===== config.mk =====
export PLATFORM = sky130hd
export DESIGN_NAME = pipelined_prefix_adder
export DESIGN_NICKNAME = d
export VERILOG_FILES = /design/src/rtl/pipelined_prefix_adder_pkg.sv /design/src/rtl/pipelined_prefix_adder_prefix_level.sv /design/src/rtl/pipelined_prefix_adder.sv
export SDC_FILE = /design/constraint.sdc
export NUM_CORES = 1
export LEC_CHECK = 0
export ABC_AREA = 1
export ABC_CLOCK_PERIOD_IN_PS = 18150
export CAP_MARGIN = 20
export CORE_ASPECT_RATIO = 0.8
export CORE_MARGIN = 2
export CORE_UTILIZATION = 43
export CTS_BUF_LIST = sky130_fd_sc_hd__clkbuf_8
export DETAILED_ROUTE_END_ITERATION = 16
export SLEW_MARGIN = 20
export SYNTH_ARGS = -nofsm -noshare
export SYNTH_HDL_FRONTEND = slang
export SYNTH_SLANG_ARGS = --single-unit

===== constraint.sdc =====
create_clock -name clk -period 18.15 [get_ports clk]
set_input_delay 1.815 -clock clk [delete_from_list [all_inputs] [get_ports clk]]
set_output_delay 1.815 -clock clk [all_outputs]
set_load 0.01 [all_outputs]

===== src/rtl/pipelined_prefix_adder_pkg.sv =====
// Shared sizing helpers for the pipelined prefix adder.
package pipelined_prefix_adder_pkg;

    // Ceiling log2 for elaboration-time sizing (clog2(1) = 0)
    function automatic int unsigned clog2(input int unsigned n);
        int unsigned r;
        r = 0;
        while ((64'd1 << r) < 64'(n)) begin
            r = r + 1;
        end
        return r;
    endfunction

    // Number of Kogge-Stone levels needed to span the full operand
    function automatic int unsigned num_levels(input int unsigned width);
        return clog2(width);
    endfunction

    // Number of prefix pipeline stages when packing lps levels per stage
    function automatic int unsigned num_stages(input int unsigned width, input int unsigned lps);
        return (num_levels(width) + lps - 1) / lps;
    endfunction

endpackage


===== src/rtl/pipelined_prefix_adder_prefix_level.sv =====
// One combinational Kogge-Stone level combining each bit with the bit SPAN below it.
module pipelined_prefix_adder_prefix_level #(
    parameter int unsigned WIDTH = 30,
    parameter int unsigned SPAN  = 1
) (
    input  logic [WIDTH-1:0] g_in,
    input  logic [WIDTH-1:0] p_in,
    output logic [WIDTH-1:0] g_out,
    output logic [WIDTH-1:0] p_out
);

    // Black cells above 2*SPAN, grey cells where the group already reaches bit 0, passthrough below SPAN
    for (genvar i = 0; i < int'(WIDTH); i++) begin : g_bit
        if (i >= int'(2 * SPAN)) begin : g_black
            assign g_out[i] = g_in[i] | (p_in[i] & g_in[i - int'(SPAN)]);
            assign p_out[i] = p_in[i] & p_in[i - int'(SPAN)];
        end else if (i >= int'(SPAN)) begin : g_grey
            assign g_out[i] = g_in[i] | (p_in[i] & g_in[i - int'(SPAN)]);
            assign p_out[i] = p_in[i];
        end else begin : g_pass
            assign g_out[i] = g_in[i];
            assign p_out[i] = p_in[i];
        end
    end

endmodule


===== src/rtl/pipelined_prefix_adder.sv =====
// Pipelined Kogge-Stone adder/subtractor with valid/ready on both sides and a collapsing-bubble pipeline.
module pipelined_prefix_adder
    import pipelined_prefix_adder_pkg::*;
#(
    parameter int unsigned WIDTH = 30,
    parameter int unsigned LPS   = 2,
    parameter int unsigned TAG_W = 4
) (
    input  logic             clk,
    input  logic             rst,
    input  logic             in_valid,
    output logic             in_ready,
    input  logic [WIDTH-1:0] in_a,
    input  logic [WIDTH-1:0] in_b,
    input  logic             in_cin,
    input  logic             in_sub,
    input  logic [TAG_W-1:0] in_tag,
    output logic             out_valid,
    input  logic             out_ready,
    output logic [WIDTH-1:0] out_sum,
    output logic             out_cout,
    output logic             out_ovf,
    output logic             out_zero,
    output logic [TAG_W-1:0] out_tag
);

    localparam int unsigned L = num_levels(WIDTH);
    localparam int unsigned S = num_stages(WIDTH, LPS);

    typedef struct packed {
        logic [WIDTH-1:0] g;
        logic [WIDTH-1:0] p;
    } gp_t;

    // Stage payload: running group G/P, raw per-bit propagate for the sum, carry-in, tag
    typedef struct packed {
        gp_t              gp;
        logic [WIDTH-1:0] pr;
        logic             c0;
        logic [TAG_W-1:0] tag;
    } stg_t;

    stg_t             st   [0:S-1];
    stg_t             st_d [0:S-1];
    stg_t             st0_d;
    gp_t              lvl  [1:L];
    logic [S:0]       v;
    logic [S:0]       vin;
    logic [S:0]       ld;
    logic [WIDTH-1:0] operand_b;
    logic             carry_in;
    logic [WIDTH-1:0] gfin;
    logic [WIDTH-1:0] sum_d;
    logic             cout_d;
    logic             ovf_d;
    logic             zero_d;
    logic             unused_pfin;

    // Operand conditioning; carry-in is folded into the bit-0 generate so no carry fix-up is needed later
    always_comb begin
        st0_d     = '0;
        operand_b = in_sub ? ~in_b : in_b;
        carry_in  = in_sub | in_cin;
        st0_d.gp.p = in_a ^ operand_b;
        st0_d.gp.g = in_a & operand_b;
        st0_d.gp.g[0] = st0_d.gp.g[0] | (st0_d.gp.p[0] & carry_in);
        st0_d.pr  = in_a ^ operand_b;
        st0_d.c0  = carry_in;
        st0_d.tag = in_tag;
    end

    assign st_d[0] = st0_d;

    // Prefix levels; the first level of each stage reads that stage's input register
    for (genvar j = 1; j <= int'(L); j++) begin : g_lvl
        gp_t              lin;
        logic [WIDTH-1:0] gout;
        logic [WIDTH-1:0] pout;

        if (((j - 1) % int'(LPS)) == 0) begin : g_from_reg
            assign lin = st[(j - 1) / int'(LPS)].gp;
        end else begin : g_from_lvl
            assign lin = lvl[j - 1];
        end

        pipelined_prefix_adder_prefix_level #(
            .WIDTH (WIDTH),
            .SPAN  (32'd1 << (j - 1))
        ) u_level (
            .g_in  (lin.g),
            .p_in  (lin.p),
            .g_out (gout),
            .p_out (pout)
        );

        assign lvl[j] = '{g: gout, p: pout};
    end

    // Intermediate stage inputs: group G/P after this stage's levels, sideband carried along
    for (genvar k = 1; k < int'(S); k++) begin : g_stage_d
        assign st_d[k] = '{gp: lvl[k * int'(LPS)], pr: st[k-1].pr, c0: st[k-1].c0, tag: st[k-1].tag};
    end

    // Post-compute for the output register: carry into bit i is the group generate of bits below i
    always_comb begin
        gfin   = lvl[L].g;
        sum_d  = st[S-1].pr ^ {gfin[WIDTH-2:0], st[S-1].c0};
        cout_d = gfin[WIDTH-1];
        ovf_d  = gfin[WIDTH-2] ^ gfin[WIDTH-1];
        zero_d = ~|sum_d;
    end

    assign unused_pfin = &{1'b0, lvl[L].p};

    // Ready chain: a stage can load if it or any stage downstream is empty, or the consumer takes a result
    always_comb begin : ready_chain
        logic acc;
        acc = out_ready;
        ld  = '0;
        for (int i = int'(S); i >= 0; i--) begin
            acc   = acc | ~v[i];
            ld[i] = acc;
        end
    end

    assign vin       = {v[S-1:0], in_valid};
    assign in_ready  = ld[0];
    assign out_valid = v[S];

    // Pipeline registers: each stage loads on its ready, data only captured alongside a valid op
    always_ff @(posedge clk or posedge rst) begin
        if (rst) begin
            v        <= '0;
            out_sum  <= '0;
            out_cout <= 1'b0;
            out_ovf  <= 1'b0;
            out_zero <= 1'b0;
            out_tag  <= '0;
            for (int k = 0; k < int'(S); k++) begin
                st[k] <= '0;
            end
        end else begin
            for (int k = 0; k < int'(S); k++) begin
                if (ld[k]) begin
                    v[k] <= vin[k];
                    if (vin[k]) begin
                        st[k] <= st_d[k];
                    end
                end
            end
            if (ld[S]) begin
                v[S] <= vin[S];
                if (vin[S]) begin
                    out_sum  <= sum_d;
                    out_cout <= cout_d;
                    out_ovf  <= ovf_d;
                    out_zero <= zero_d;
                    out_tag  <= st[S-1].tag;
                end
            end
        end
    end

endmodule


==> run summary, run 1 <==
largest family of logic cells by synthesized area - simple AND/OR/NAND/NOR gates
Post-synth EDFFs - 0
Rel. slew slack - 32.4%
Vias - 9,589
MaxCap Viol Count - 0
Final ANT Viol Nets - 0
H-tree depth - 2
clock-pin slew on the worst setup and hold paths - 0.06 ns
syn nets - 1,536
core footprint - 0.0284 mm2
Syn. warnings - 0
drt first pass iters - 5
average via count per standard cell - 4.93
cts repair resizes - 0
async set or reset register ratio after synthesis - 100%
met2 WL - 12.0 mm
P per Cell Area - 149 mW/mm2
post-DP HPWL - 21.8 mm
Finished Layout Cells - 1,945
outcome - completed
root buf cell - clkbuf_8
Clock power frac - 24.6%
Worst R2R Setup Slack - 15.67 ns
Power Internal - 1.36 mW
Initial Utilization - 43.8%
Fillers - 2,806
Final Skew - 0.0172 ns
final hold vios - 0
Residual DRC - 0
die area - 0.0303 mm2
Worst path slowest cell - clkdlybuf4s50_1
RePlAce Congestion - 0.846
# IOs - 109
Avg WL per Cell - 15.8 um
cells after synthesis - 1,436
clk sink count - 276
post-route clock period utilization - 27.0%
top-area cell type share of the netlist area - 55.6%
Worst setup EP type - output pin
Synth Flop Type - dfrtp_1
final setup TNS - 0 ns
worst skew pair latency - 0.55 ns
top sig layer - met4
fin nets - 1,641
vias in the first global route - 8,974
post-synthesis adder-cell area fraction - 3.02%
CP arrival - 3.09 ns
DR iter-0 viols - 586
port buffer count - 108
# diodes - 0
# hold bufs at CTS - 0
Synth Area in Compound Gates - 14.2%
Cell variety after synth - 25
sequential share of the synthesized area - 55.6%
type of the worst min-delay path - reg2reg
num rows - 55
Startpoint Class - input pin
antenna violations before repair - 0
Yosys reg bits - 276
CP max stage delay - 0.54 ns
Mean Syn Cell Area - 8.65 um2
largest net degree at the start of global routing - 132
placed cell count - 1,863
Area growth, synth to finish - 17.7%
M1 WL - 16.5 mm
fraction of layout cells with a size suffix above 1 - 5.40%
Hold Slack - 0.468 ns
RSZ-0062 raised after global routing - no
CP Data Required Time - 16.33 ns
Worst Max-Slew Pin Slew - 1.01 ns
met3 WL post-DR - 1.66 mm
Post-CTS Setup Bufs - 0
Leakage - 7.12 nW
Setup violations, final - 0
critical-path cell list - clkdlybuf4s50_1 -> inv_1 -> nand2_2 -> nor2_4 -> nand3_2 -> clkdlybuf4s50_1
overall routed net length - 30.6 mm
gr ovfl total - 0
synthesized area - 0.0124 mm2
most frequent cell after synthesis - nand2_1
Crit Path Max Fanout - 3
top cells by area, synth - dfrtp_1, nand2_1, o21ai_0, inv_1, ha_1
XOR/XNOR Fraction of Synth Area - 2.82%
WS Path Type - in2out
sw power - 826 uW
Die Ht - 156 um
VDD IR max - 81.4 uV
Max Root-Sink Buffers - 3
area leader, netlist - dfrtp_1
CTS tree - yes
Post-synth top cells - nand2_1, dfrtp_1, o21ai_0, inv_1, nor2_1
most used cell, CP - clkdlybuf4s50_1
Net Sw Frac - 37.8%
crit path time final - 4.90 ns
fin. max-slew vios - 0
Reg power frac - 44.4%
Combinational Power Share - 31.0%
GRT Resource Usage Total - 20.5%
first-pass GRT wire length - 49.2 mm
CTS Buf Count - 46
post-synthesis mux area share - 0%
Die X - 194 um
simple-gate share of the synthesized area - 16.5%
fmax - 204 MHz
## area by class of cell
class / count / area, um2 / share of cell area [%]
multi-input cells: 925 / 4550 / 31.1
inverters: 176 / 668 / 4.57
well taps: 370 / 463 / 3.16
flip-flops and latches: 276 / 6910 / 47.2
clock buffers: 59 / 812 / 5.55
repair buffers: 116 / 1140 / 7.79
clock inverters: 23 / 93.8 / 0.641
## critical path, delay by kind of cell
family / cells / cell delay (ns)
simple gates: 3 / 0.22
buf+inv: 3 / 1.05
## path summary, 6_finish.rpt
path	start	end	depth (start not counted)
setup / recovery	out_ready	in_ready	6
hold reg to reg	st[194]	st[99]	2
max in group asynchronous	rst	st[128]	4
hold / removal	st[194]	st[99]	2
min in group asynchronous	rst	out_sum[7]	2
setup reg to reg	v[3]	g_lvl[5].lin[53]	9
## sequential cells by signal, indices dropped and copies added (netlist names)
register and count:
out_cout 1, st 101, out_ovf 1, g_lvl.lin 134, out_tag 4, v 4
out_zero 1, out_sum 30
## kinds of logic (layout without fill, tap and decap cells)
group                    count (synthesis)  in the layout
flip-flops                             276            276
XOR/XNOR                                40             40
adder cells (fa/ha/maj)                 30             30
buffers and inverters                  235            374
AO/OA/AOI/OAI                          332            332
AND/OR/NAND/NOR                        523            523
## cells in the final DEF, fill, tap and decap left out
master,Yosys,routed
a21oi_1,37,37
a31oi_1,36,36
buf_2,33,1
buf_4,2,7
buf_6,6,1
clkbuf_8,0,59
clkdlybuf4s50_1,0,107
clkinv_1,0,1
clkinv_2,0,3
clkinvlp_4,0,1
dfrtp_1,276,276
ha_1,30,30
inv_1,172,189
inv_2,4,4
inv_8,0,1
nand2_1,427,427
nand2_2,4,3
nand2_4,0,1
nand3_1,39,39
nand3_2,1,1
nand4_1,6,6
nor2_1,45,45
nor2_4,1,1
o21ai_0,229,229
o21ai_1,9,9
o21ai_2,2,2
o21bai_1,5,5
o31ai_1,8,8
o41ai_1,6,6
xor2_1,40,40
## power by group through the flow
stage          Sequential (mW)  Clock (mW)  Combinational [mW]
4_1_cts                  0.968       0.548               0.681
5_1_grt                  0.992       0.578               0.773
6_report                 0.969       0.537               0.677
3_3_place_gp             0.972           0               0.666
3_5_place_dp             0.978           0               0.678
2_1_floorplan            0.935           0               0.442
## routing by layer
layer / up-vias / GRT usage, %
met5: - / 0
met2: 247 / 27.5
met4: 0 / 5.01
li1: 4841 / -
met1: 4461 / 33.9
met3: 40 / 3.00
## through the flow
stage	worst slack, ns	instance area [um2]	power (mW)	util [%]
after CTS	13.23	14600	2.20	51.6
after global placement	13.23	13700	1.64	48.4
after global routing	13.16	14600	2.34	51.6
after floorplan	8.73	12400	1.38	-
final	13.25	14600	2.18	51.6
after detailed placement	13.20	13700	1.66	48.4
Power figures use the tool's default switching activity.
==> run 2, diff against run 1 <==
--- a/config.mk
+++ b/config.mk
@@ -6,7 +6,7 @@
 export NUM_CORES = 1
 export LEC_CHECK = 0
 export ABC_AREA = 1
-export ABC_CLOCK_PERIOD_IN_PS = 18150
+export ABC_CLOCK_PERIOD_IN_PS = 4190
 export CAP_MARGIN = 20
 export CORE_ASPECT_RATIO = 0.8
 export CORE_MARGIN = 2
==> constraint.sdc (replaced) <==
create_clock -name clk -period 4.19 [get_ports clk]
set_input_delay 0.419 -clock clk [delete_from_list [all_inputs] [get_ports clk]]
set_output_delay 0.419 -clock clk [all_outputs]
set_load 0.01 [all_outputs]
==> run summary, run 2 (synthesis results as in run 1) <==
Max Root-Sink Buffers - 3
Worst setup EP type - flop
worst skew pair latency - 0.54 ns
post-route clock period utilization - 51.7%
Area growth, synth to finish - 17.6%
Combinational Power Share - 31.8%
Die X - 194 um
CP arrival - 2.61 ns
Post-CTS Setup Bufs - 0
final setup TNS - 0 ns
Leakage - 7.10 nW
Hold Slack - 0.349 ns
VDD IR max - 363 uV
fraction of layout cells with a size suffix above 1 - 5.16%
fin. max-slew vios - 0
register area - 0.00691 mm2
vias in the first global route - 9,105
num rows - 55
average via count per standard cell - 4.92
largest net degree at the start of global routing - 115
Startpoint Class - flop
RSZ-0062 raised after global routing - no
P per Cell Area - 639 mW/mm2
Die Ht - 156 um
drt first pass iters - 5
CTS tree - yes
gr ovfl total - 0
CTS Buf Count - 45
port buffer count - 108
cts repair resizes - 0
clk sink count - 276
Rel. slew slack - 39.0%
clock-pin slew on the worst setup and hold paths - 0.06 ns
Final Skew - 0.0212 ns
Core Util, Final - 51.6%
Worst path slowest cell - inv_2
Fillers - 2,784
root buf cell - clkbuf_8
sw power - 3.52 mW
CP max stage delay - 0.76 ns
Initial Utilization - 43.8%
fin nets - 1,642
core footprint - 0.0284 mm2
Power Internal - 5.82 mW
DR iter-0 viols - 789
commonest non-fill, non-tap cell in the layout - nand2_1
area of the multi-input gates - 0.00455 mm2
# IOs - 109
crit path time final - 2.16 ns
Worst Max-Slew Pin Slew - 0.909 ns
max FFs per register - 134
WS Path Type - reg2reg
R2R cell count - 7
# hold bufs at CTS - 0
fmax - 462 MHz
# diodes - 0
r2r endpoint - g_lvl[3].lin[5]
type of the worst min-delay path - in2async
Avg WL per Cell - 15.6 um
worst reg2reg startpoint - v[3]
overall routed net length - 30.3 mm
RePlAce Congestion - 0.833
Net Sw Frac - 37.7%
Reg power frac - 44.6%
GRT Resource Usage Total - 20.1%
Vias - 9,548
Setup violations, final - 0
highest-count cells in the layout ignoring fill and taps - nand2_1, dfrtp_1, o21ai_0, inv_1, clkdlybuf4s50_1
Final ANT Viol Nets - 0
total chip power - 9.35 mW
outcome - completed
Clock power frac - 23.6%
MaxCap Viol Count - 0
critical-path cell list - nand2_2 -> nor2_4 -> nand2_1 -> nand2_4 -> inv_2 -> nand4_1 -> o21ai_0
antenna violations before repair - 0
Worst R2R Setup Slack - 2.03 ns
post-DP HPWL - 21.9 mm
Crit Path Max Fanout - 54
Residual DRC - 0
first-pass GRT wire length - 48.8 mm
CP Data Required Time - 4.63 ns
H-tree depth - 2
final hold vios - 0
die area - 0.0303 mm2
-- run 2: cell count changes in the layout (fill, tap and decap cells not counted) --
cell / change
clkinv_2: -2
buf_6: -1
clkbuf_8: -3
inv_8: -1
buf_12: +3
-- run 2: worst max path at each step --
stage                          from          endpoint  slack, ns  cells after the start
after floorplan                 rst  g_lvl[1].lin[30]       0.12                      1
after global placement    out_ready   g_lvl[3].lin[5]       1.58                      9
after detailed placement  out_ready   g_lvl[3].lin[5]       1.51                      9
after CTS                      v[3]          in_ready       2.03                      4
after global routing           v[3]   g_lvl[3].lin[5]       1.74                      7
final                          v[3]   g_lvl[3].lin[5]       2.03                      7
-- run 2: final cells by class --
class	count	area share (%)
Clock buffer	56	5.27
Clock inverter	20	0.522
Inverter	176	4.54
Sequential cell	276	47.2
Tap cell	370	3.17
Timing Repair Buffer	118	8.13
Multi-Input combinational cell	925	31.1
-- run 2: power by group through the flow --
stage	logic, mW	clock network, mW	registers, mW
floorplan	1.92	0	4.05
global placement	2.92	0	4.19
detailed placement	2.97	0	4.21
CTS	2.99	2.27	4.16
global route	3.40	2.38	4.27
finish	2.97	2.21	4.17
-- run 2: per-stage QoR --
| stage | setup WS [ns] | cell area, um2 | std cells |
|---|---|---|---|
| after global placement | 1.58 | 13800 | 1865 |
| after CTS | 2.03 | 14600 | 1941 |
| after floorplan | 0.120 | 12400 | 1436 |
| after global routing | 1.74 | 14600 | 1941 |
| after detailed placement | 1.51 | 13800 | 1865 |
| final | 2.03 | 14600 | 1941 |
-- run 2: critical path, delay by kind of cell, from the launching register on --
kind,cells,cell delay [ns]
buf+inv,1,0.76
compound gates,1,0.13
flops,1,0.38
simple gates,5,0.77
-- run 2: routing by layer --
| metal | vias to the layer above | track usage, % | wire, um |
|---|---|---|---|
| li1 | 4836 | - | - |
| met1 | 4417 | 32.7 | 16200 |
| met2 | 255 | 27.6 | 11900 |
| met3 | 40 | 3.33 | 1700 |
| met4 | 0 | 4.69 | 470 |
| met5 | - | 0 | 0 |
